### config.mk
export PLATFORM = sky130hd
export DESIGN_NAME = bram_stream_reader_flat
export DESIGN_NICKNAME = d
export VERILOG_FILES = /design/src/rtl/bram_stream_reader_if.sv /design/src/rtl/bram_stream_reader.sv /design/src/flat_wrapper.sv
export SDC_FILE = /design/constraint.sdc
export NUM_CORES = 1
export LEC_CHECK = 0
export ABC_AREA = 1
export ABC_CLOCK_PERIOD_IN_PS = 4200
export CAP_MARGIN = 20
export CORE_ASPECT_RATIO = 1.1
export CORE_UTILIZATION = 30
export CTS_CLUSTER_DIAMETER = 50
export CTS_CLUSTER_SIZE = 40
export DETAILED_ROUTE_END_ITERATION = 8
export GPL_TIMING_DRIVEN = 0
export SLEW_MARGIN = 20
export SYNTH_ARGS = -nofsm -noshare
export SYNTH_HDL_FRONTEND = slang
export SYNTH_SLANG_ARGS = --single-unit
### constraint.sdc
create_clock -name clk_i -period 4.2 [get_ports clk_i]
set_input_delay 0.84 -clock clk_i [delete_from_list [all_inputs] [get_ports clk_i]]
set_output_delay 0.84 -clock clk_i [all_outputs]
set_load 0.03 [all_outputs]
### src/rtl/bram_stream_reader_if.sv
// Signal bundle between bram_stream_reader and its surroundings (control, RAM read port, stream).
// m_last_o is present only when BRAM_STREAM_READER_LAST_EN is defined.
interface bram_stream_reader_if #(
   parameter int DATA_WIDTH    = 8,
   parameter int ADDRESS_WIDTH = 8
);
   logic                     start_i;
   logic [ADDRESS_WIDTH-1:0] base_address_i;
   logic [ADDRESS_WIDTH:0]   length_i;
   logic                     busy_o;
   logic                     done_o;
   logic [ADDRESS_WIDTH-1:0] rd_address_o;
   logic                     rd_enable_o;
   logic [DATA_WIDTH-1:0]    rd_data_i;
   logic                     rd_valid_i;
   logic [DATA_WIDTH-1:0]    m_data_o;
   logic                     m_valid_o;
   logic                     m_ready_i;
`ifdef BRAM_STREAM_READER_LAST_EN
   logic                     m_last_o;

   modport slave (
      input  start_i, base_address_i, length_i, rd_data_i, rd_valid_i, m_ready_i,
      output busy_o, done_o, rd_address_o, rd_enable_o, m_data_o, m_valid_o, m_last_o
   );

   modport master (
      output start_i, base_address_i, length_i, rd_data_i, rd_valid_i, m_ready_i,
      input  busy_o, done_o, rd_address_o, rd_enable_o, m_data_o, m_valid_o, m_last_o
   );
`else
   modport slave (
      input  start_i, base_address_i, length_i, rd_data_i, rd_valid_i, m_ready_i,
      output busy_o, done_o, rd_address_o, rd_enable_o, m_data_o, m_valid_o
   );

   modport master (
      output start_i, base_address_i, length_i, rd_data_i, rd_valid_i, m_ready_i,
      input  busy_o, done_o, rd_address_o, rd_enable_o, m_data_o, m_valid_o
   );
`endif
endinterface

### src/rtl/bram_stream_reader.sv
// Reads a burst of words from a 1-cycle-latency block RAM into a 2-entry buffer and streams them out.
// Optional macro BRAM_STREAM_READER_LAST_EN adds m_last_o on the final word of each burst.
module bram_stream_reader #(
   parameter int DATA_WIDTH    = 8,
   parameter int ADDRESS_WIDTH = 8
) (
   input  logic                 clk_i,
   input  logic                 rst_n_i,
   bram_stream_reader_if.slave  bus
);
   typedef enum logic [1:0] {IDLE, READ, DRAIN} state_t;

   state_t                   state_reg, state_next;
   logic [ADDRESS_WIDTH-1:0] addr_reg, addr_next;
   logic [ADDRESS_WIDTH:0]   reads_left_reg, reads_left_next;
   logic [ADDRESS_WIDTH:0]   words_left_reg, words_left_next;
   logic                     done_reg, done_next;
   logic                     in_flight_reg;
   logic [1:0]               count_reg, count_next;
   logic                     head_reg, head_next;
   logic                     tail_reg, tail_next;
   logic                     m_valid_reg, m_valid_next;

   logic                     pop;
   logic                     push;
   logic                     rd_enable;
   logic                     last_pop;
   logic [2:0]               pending;
   logic [DATA_WIDTH-1:0]    head_data;

   // Data only counts if this block requested it, so a stale rd_valid after reset is dropped.
   assign pop      = m_valid_reg && bus.m_ready_i;
   assign push     = bus.rd_valid_i && in_flight_reg;
   assign last_pop = pop && (words_left_reg == (ADDRESS_WIDTH+1)'(1));
   assign pending  = {1'b0, count_reg} + {2'b00, in_flight_reg} - {2'b00, pop};
   assign rd_enable = (state_reg == READ) && (pending < 3'd2);

   always_ff @(posedge clk_i or negedge rst_n_i) begin
      if (!rst_n_i) begin
         state_reg <= IDLE;
      end else begin
         state_reg <= state_next;
      end
   end

   always_comb begin
      state_next      = state_reg;
      addr_next       = addr_reg;
      reads_left_next = reads_left_reg;
      words_left_next = words_left_reg - (ADDRESS_WIDTH+1)'(pop);
      done_next       = 1'b0;
      case (state_reg)
         IDLE: begin
            if (bus.start_i) begin
               if (bus.length_i == '0) begin
                  done_next = 1'b1;
               end else begin
                  state_next      = READ;
                  addr_next       = bus.base_address_i;
                  reads_left_next = bus.length_i;
                  words_left_next = bus.length_i;
               end
            end
         end
         READ: begin
            if (rd_enable) begin
               addr_next       = addr_reg + 1'b1;
               reads_left_next = reads_left_reg - 1'b1;
               if (reads_left_reg == (ADDRESS_WIDTH+1)'(1)) begin
                  state_next = DRAIN;
               end
            end
         end
         DRAIN: begin
            if (last_pop) begin
               state_next = IDLE;
               done_next  = 1'b1;
            end
         end
         default: begin
            state_next = IDLE;
         end
      endcase
   end

   always_comb begin
      count_next   = count_reg + {1'b0, push} - {1'b0, pop};
      head_next    = head_reg ^ pop;
      tail_next    = tail_reg ^ push;
      m_valid_next = (count_next != 2'd0);
   end

   always_ff @(posedge clk_i or negedge rst_n_i) begin
      if (!rst_n_i) begin
         addr_reg       <= '0;
         reads_left_reg <= '0;
         words_left_reg <= '0;
         done_reg       <= 1'b0;
         in_flight_reg  <= 1'b0;
         count_reg      <= 2'd0;
         head_reg       <= 1'b0;
         tail_reg       <= 1'b0;
         m_valid_reg    <= 1'b0;
      end else begin
         addr_reg       <= addr_next;
         reads_left_reg <= reads_left_next;
         words_left_reg <= words_left_next;
         done_reg       <= done_next;
         in_flight_reg  <= rd_enable;
         count_reg      <= count_next;
         head_reg       <= head_next;
         tail_reg       <= tail_next;
         m_valid_reg    <= m_valid_next;
      end
   end

   // An occupied entry is never overwritten: the issue rule keeps count + in-flight within 2.
   for (genvar gi = 0; gi < 2; gi++) begin : gen_entry
      logic [DATA_WIDTH-1:0] entry_reg;

      always_ff @(posedge clk_i or negedge rst_n_i) begin
         if (!rst_n_i) begin
            entry_reg <= '0;
         end else if (push && (tail_reg == 1'(gi))) begin
            entry_reg <= bus.rd_data_i;
         end
      end
   end

   assign head_data = head_reg ? gen_entry[1].entry_reg : gen_entry[0].entry_reg;

   assign bus.busy_o       = (state_reg != IDLE);
   assign bus.done_o       = done_reg;
   assign bus.rd_address_o = addr_reg;
   assign bus.rd_enable_o  = rd_enable;
   assign bus.m_data_o     = head_data;
   assign bus.m_valid_o    = m_valid_reg;
`ifdef BRAM_STREAM_READER_LAST_EN
   assign bus.m_last_o     = m_valid_reg && (words_left_reg == (ADDRESS_WIDTH+1)'(1));
`endif
endmodule

### src/flat_wrapper.sv
// flat-port wrapper written by rule: the top's interface ports become plain ports
module bram_stream_reader_flat 
#(
   parameter int DATA_WIDTH    = 8,
   parameter int ADDRESS_WIDTH = 8
)
  (clk_i, rst_n_i, bus_start_i, bus_base_address_i, bus_length_i, bus_rd_data_i, bus_rd_valid_i, bus_m_ready_i, bus_busy_o, bus_done_o, bus_rd_address_o, bus_rd_enable_o, bus_m_data_o, bus_m_valid_o);
  bram_stream_reader_if #(.DATA_WIDTH(DATA_WIDTH), .ADDRESS_WIDTH(ADDRESS_WIDTH)) bus_i ();
  input  logic clk_i;
  input  logic rst_n_i;
  input wire logic [$bits(bus_i.start_i)-1:0] bus_start_i;
  input wire logic [$bits(bus_i.base_address_i)-1:0] bus_base_address_i;
  input wire logic [$bits(bus_i.length_i)-1:0] bus_length_i;
  input wire logic [$bits(bus_i.rd_data_i)-1:0] bus_rd_data_i;
  input wire logic [$bits(bus_i.rd_valid_i)-1:0] bus_rd_valid_i;
  input wire logic [$bits(bus_i.m_ready_i)-1:0] bus_m_ready_i;
  output wire logic [$bits(bus_i.busy_o)-1:0] bus_busy_o;
  output wire logic [$bits(bus_i.done_o)-1:0] bus_done_o;
  output wire logic [$bits(bus_i.rd_address_o)-1:0] bus_rd_address_o;
  output wire logic [$bits(bus_i.rd_enable_o)-1:0] bus_rd_enable_o;
  output wire logic [$bits(bus_i.m_data_o)-1:0] bus_m_data_o;
  output wire logic [$bits(bus_i.m_valid_o)-1:0] bus_m_valid_o;
  assign bus_i.start_i = bus_start_i;
  assign bus_i.base_address_i = bus_base_address_i;
  assign bus_i.length_i = bus_length_i;
  assign bus_i.rd_data_i = bus_rd_data_i;
  assign bus_i.rd_valid_i = bus_rd_valid_i;
  assign bus_i.m_ready_i = bus_m_ready_i;
  assign bus_busy_o = bus_i.busy_o;
  assign bus_done_o = bus_i.done_o;
  assign bus_rd_address_o = bus_i.rd_address_o;
  assign bus_rd_enable_o = bus_i.rd_enable_o;
  assign bus_m_data_o = bus_i.m_data_o;
  assign bus_m_valid_o = bus_i.m_valid_o;
  bram_stream_reader #(.DATA_WIDTH(DATA_WIDTH), .ADDRESS_WIDTH(ADDRESS_WIDTH)) u_core (.clk_i(clk_i), .rst_n_i(rst_n_i), .bus(bus_i));
endmodule
After elaboration in Yosys (flattened, before gate mapping)
Index checks and enable logic that the tools add are counted.
{ "word_totals": {"regBits": 51, "wordCells": 67, "out_inout_bits": 20} }
{ "classes": {"addsub": 7, "n_reduce_logical": 13, "magnitude_cmp": 1, "n_eq_ne": 9, "n_bitwise": 3, "muxes": 22} }
{ "op_table": {"columns": ["op", "count"], "rows": [
  ["two-way mux 9 bit", 6],
  ["two-way mux 8 bit", 4],
  ["== test 9 x 1 -> 1 bit (second input constant)", 2],
  ["one-hot mux 9 bit (2 select lines)", 1],
  ["one-hot mux 8 bit (2 select lines)", 1],
  ["two-way mux 2 bit", 5],
  ["logical NOT 9 bit", 1],
  ["subtractor 9 x 1 -> 9 bit", 1],
  ["subtractor 9 x 1 -> 9 bit (second input constant)", 1],
  ["adder 8 x 1 -> 8 bit (second input constant)", 1],
  ["logical AND 1 bit", 6],
  ["inequality test 2 bit (second input constant)", 3],
  ["one-hot mux 2 bit (3 select lines)", 1],
  ["nonzero test 2 bit", 3],
  ["AND reduction 5 bit", 1],
  ["inequality test 2 x 1 -> 1 bit (second input constant)", 2],
  ["AND reduction 4 bit", 1],
  ["adder 2 x 1 -> 3 bit", 1],
  ["less-than comparator 3 x 2 -> 1 bit (second input constant)", 1],
  ["two-way mux 1 bit", 3],
  ["subtractor 3 x 1 -> 3 bit", 1],
  ["adder 2 x 1 -> 2 bit", 1],
  ["== test 2 x 1 -> 1 bit (second input constant)", 1],
  ["== test 2 bit (second input constant)", 1],
  ["5 further kinds", 6]
]} }

Logic depth before layout (Yosys ltp)
{ "logic_depth": {"word_depth": 6, "ltp_mapped": 12} }

Worst setup path before layout
Ideal clock, no wire load.
{ "synth_path": {"kind": "input -> output", "startpoint": "in bus_m_ready_i", "endpoint": "out bus_rd_enable_o", "arrival_time_ns": 2.556, "setup_slack_ns": 0.804, "stages": 10, "cell_sequence": "nand2_1 or2_2 a21oi_1 fa_1 inv_1 nand2_1 nor2_2 nand2_2 buf_4 inv_1"} }
{ "synth_between": {"elab_chain_len": 4} }
{ "synth_rtl": {"columns": ["element", "line", "source"], "rows": [
  ["from (decl)", "flat_wrapper.sv:16", "input wire logic [$bits(bus_i.m_ready_i)-1:0] bus_m_ready_i;"],
  ["logical AND 1 bit", "bram_stream_reader.sv:32", "assign pop = m_valid_reg && bus.m_ready_i;"],
  ["subtractor 3 x 1 -> 3 bit", "bram_stream_reader.sv:35", "assign pending = {1'b0, count_reg} + {2'b00, in_flight_reg} - {2'b00, pop};"],
  ["less-than comparator 3 x 2 -> 1 bit", "bram_stream_reader.sv:36", "assign rd_enable = (state_reg == READ) && (pending < 3'd2);"],
  ["logical AND 1 bit", "bram_stream_reader.sv:36", null],
  ["to (decl)", "flat_wrapper.sv:20", "output wire logic [$bits(bus_i.rd_enable_o)-1:0] bus_rd_enable_o;"]
]} }
No other way between the ends.

Final worst setup path
Ends and elaborated chain as after synthesis.

==> results.py <==
metrics = {
    "clock_tree": {
        "path_clk_slew_ns": 0.09,
        "tritoncts": "built",
        "ctsHtreeMaxLevel": 2,
        "postCtsSetupRepairBufs": 0,
        "cts_buffers": 5,
        "cts.sinks": 51,
        "clock-root-buffer": "clkbuf_8",
        "cts_hold_buf": 0,
        "cts_resized": 7,
        "clk_latency_ns": 0.31,
        "clockBufferDepth": 2,
    },
    "floorplanning": {
        "ios": 50,
        "fp.dieH_um": 107.2,
        "dieArea_um2": 10470,
        "start_util_pct": 30.66,
        "core_um2": 9842,
        "rows": 38,
        "die_w_um": 97.63,
    },
    "sta": {
        "relSlewSlack_pct": 55.30,
        "fin_crit_ns": 4.019,
        "hold_viol": 0,
        "timing.fmax_mhz": 248.8,
        "tightest_slew_ns": 0.6706,
        "clock_skew_ns": 0.01611,
        "rsz0062_at_grt": "false",
        "setup_viol": 0,
        "slew_viol_final": 0,
        "post-route-period-util_pct": 95.70,
    },
    "critical_path": {
        "cp-end-kind": "output port",
        "crit_path_start_kind": "primary input",
        "critical_path_class": "primary input to output port",
        "cp.required_ns": 3.36,
        "path_max_fanout": 10,
        "cp.arrival_ns": 3.18,
    },
    "logic_synthesis": {
        "synth_area_per_cell_um2": 7.526,
        "yosys_register_bits": 51,
        "ys_seq_area_share_pct": 42.29,
        "ys_types": 28,
        "ys_warn_count": 0,
        "ys_top_cells_by_area": "dfrtp_1 (42%), nand2_1 (15%), nand3_1 (7.6%)",
        "synth.top_cell.area_share_pct": 42.29,
        "synth_largest_area_cell": "dfrtp_1",
        "syn_nets": 441,
        "synth_area_um2": 3018,
        "synth_cells": 401,
    },
    "drt": {
        "drtAntennaViolNets": 0,
        "drtPass1Iterations": 8,
        "drc_errors": 8,
        "num_vias": 2744,
        "routedWlPerCell_um": 12.53,
        "drt-vias-per-instance": 4.747,
        "wl_mm": 7.241,
        "drt_iter0_markers": 87,
    },
    "placed_design": {
        "portBuffers": 49,
        "dpl-instance-area_um2": 3656,
        "gp_congestion": 0.8445,
        "dpl.hpwl_mm": 5.399,
    },
    "final_layout": {
        "largest_reg_flops": 16,
        "mostFrequentLayoutCell": "nand2_1",
        "synthToLayoutAreaGrowth_pct": 25.79,
        "postLayoutCoreUtil_pct": 38.57,
        "drive_gt1_share_pct": 9.170,
        "final_cell_mix": "nand2_1 (120), inv_1 (52), dfrtp_1 (51), clkdlybuf4s50_1 (47), nand3_1 (46)",
        "antennaDiodeCount": 0,
        "final_area_um2": 3796,
        "nNetsFinal": 497,
        "nFillCells": 1024,
    },
    "power_and_ir_drop": {
        "leakage_nw": 1.925,
        "powerDensity_nw_per_um2": 768.9,
        "max-vdd-ir-drop_uv": 341.9,
        "power_mw": 2.919,
    },
    "global_routing": {
        "grt_pass1_vias": 2758,
        "grt.overflow.total": 0,
        "grtUsageTotal_pct": 14.75,
        "antenna_found_initial": 0,
        "grt_max_degree": 52,
        "grt_pass1_wl_mm": 12.59,
    },
    "run": {
        "cap_violations": 0,
    },
    "outcome": {
        "violations": "design-rule violations",
        "status": "complete, but fails checks",
    },
    "hold_path": {
        "min_path_type": "flop to flop",
    },
}
[critical path, cell delays in order]
cell,delay (ns)
clkdlybuf4s50_1,0.47
nand2_2,0.09
or2_2,0.31
a21oi_1,0.16
fa_1,0.43
inv_1,0.07
nand2_1,0.08
nor2_4,0.13
nand2_4,0.12
buf_4,0.20
inv_1,0.07
buf_2,0.19
[final timing paths]
kind	slack, ns	to	startpoint	depth (start not counted)
max in group asynchronous	3.18	u_core.words_left_reg[8]	rst_n_i	1
min in group asynchronous	0.55	u_core.gen_entry[0].entry_reg[7]	rst_n_i	1
max reg2reg	1.95	u_core.reads_left_reg[1]	u_core.bus.m_valid_o	12
max	0.18	bus_rd_enable_o	bus_m_ready_i	12
min reg2reg	0.51	u_core.gen_entry[1].entry_reg[6]	u_core.gen_entry[1].entry_reg[6]	1
min	0.51	u_core.gen_entry[1].entry_reg[6]	u_core.gen_entry[1].entry_reg[6]	1
[metal layers]
layer  GRT usage, %  routed length, um  vias to the layer above
met2          25.68               3458                       60
met4          3.571                 71                        0
met3          2.673                329                        7
li1               -                  -                     1381
met1          18.91               3381                     1296
met5              0                  0                        -
[per-stage QoR]
| step | worst slack (ns) | std cells | TNS [ns] | hold WS, ns |
|---|---|---|---|---|
| final | 0.1806 | 578 | 0 | 0.5133 |
| after global routing | 0.04590 | 578 | 0 | 0.5383 |
| after CTS | 0.09714 | 578 | 0 | 0.5202 |
| after detailed placement | -0.4772 | 570 | -0.4772 | 0.4962 |
| after global placement | -0.4668 | 570 | -0.4668 | 0.4888 |
| after floorplan | 0.8036 | 401 | 0 | 0.4806 |
[cells by family (layout without fill, tap and decap cells)]
family,after synthesis,count (layout),share of synthesized area [%]
mux,8,8,2.985
xor+xnor,8,8,2.322
buf+inv,67,124,9.163
flops,51,51,42.29
compound gates,37,37,6.385
simple gates,220,220,32.46
fa+ha+maj,10,10,4.395
[Yosys cell counts]
| library cell | n |
|---|---|
| dfrtp_1 | 51 |
| buf_6 | 1 |
| o31ai_1 | 1 |
| nand3_4 | 1 |
| nand2_2 | 3 |
| inv_2 | 3 |
| o21bai_1 | 2 |
| xor2_1 | 5 |
| nand3_1 | 46 |
| buf_2 | 2 |
| ha_1 | 9 |
| nor2_2 | 2 |
| clkbuf_1 | 5 |
| nor3_1 | 1 |
| fa_1 | 1 |
| buf_4 | 4 |
| nor2_4 | 1 |
| nand2_1 | 121 |
| nor2_1 | 28 |
| a21oi_1 | 4 |
| o21ai_0 | 30 |
| inv_1 | 52 |
| or2_2 | 5 |
| nand3b_4 | 1 |
| xnor2_1 | 3 |
| mux2_2 | 8 |
| nand2_4 | 1 |
| nand4_1 | 10 |
[where the power goes]
group          total [mW]  switching (mW)  internal, mW
sequential          0.903           0.175         0.727
clock               0.411           0.173         0.238
combinational        1.61           0.985         0.621
total                2.92            1.33          1.59
[area by class of cell]
class	count	area (um^2)	area share, %
Clock buffer	6	72.57	1.912
Clock inverter	2	60.06	1.582
Tap cell	120	150.1	3.955
Inverter	55	206.4	5.438
Timing Repair Buffer	49	483.0	12.72
Sequential cell	51	1276	33.62
Multi-Input combinational cell	283	1478	38.93
Buffer	12	70.07	1.846
Power figures use the tool's default switching activity.
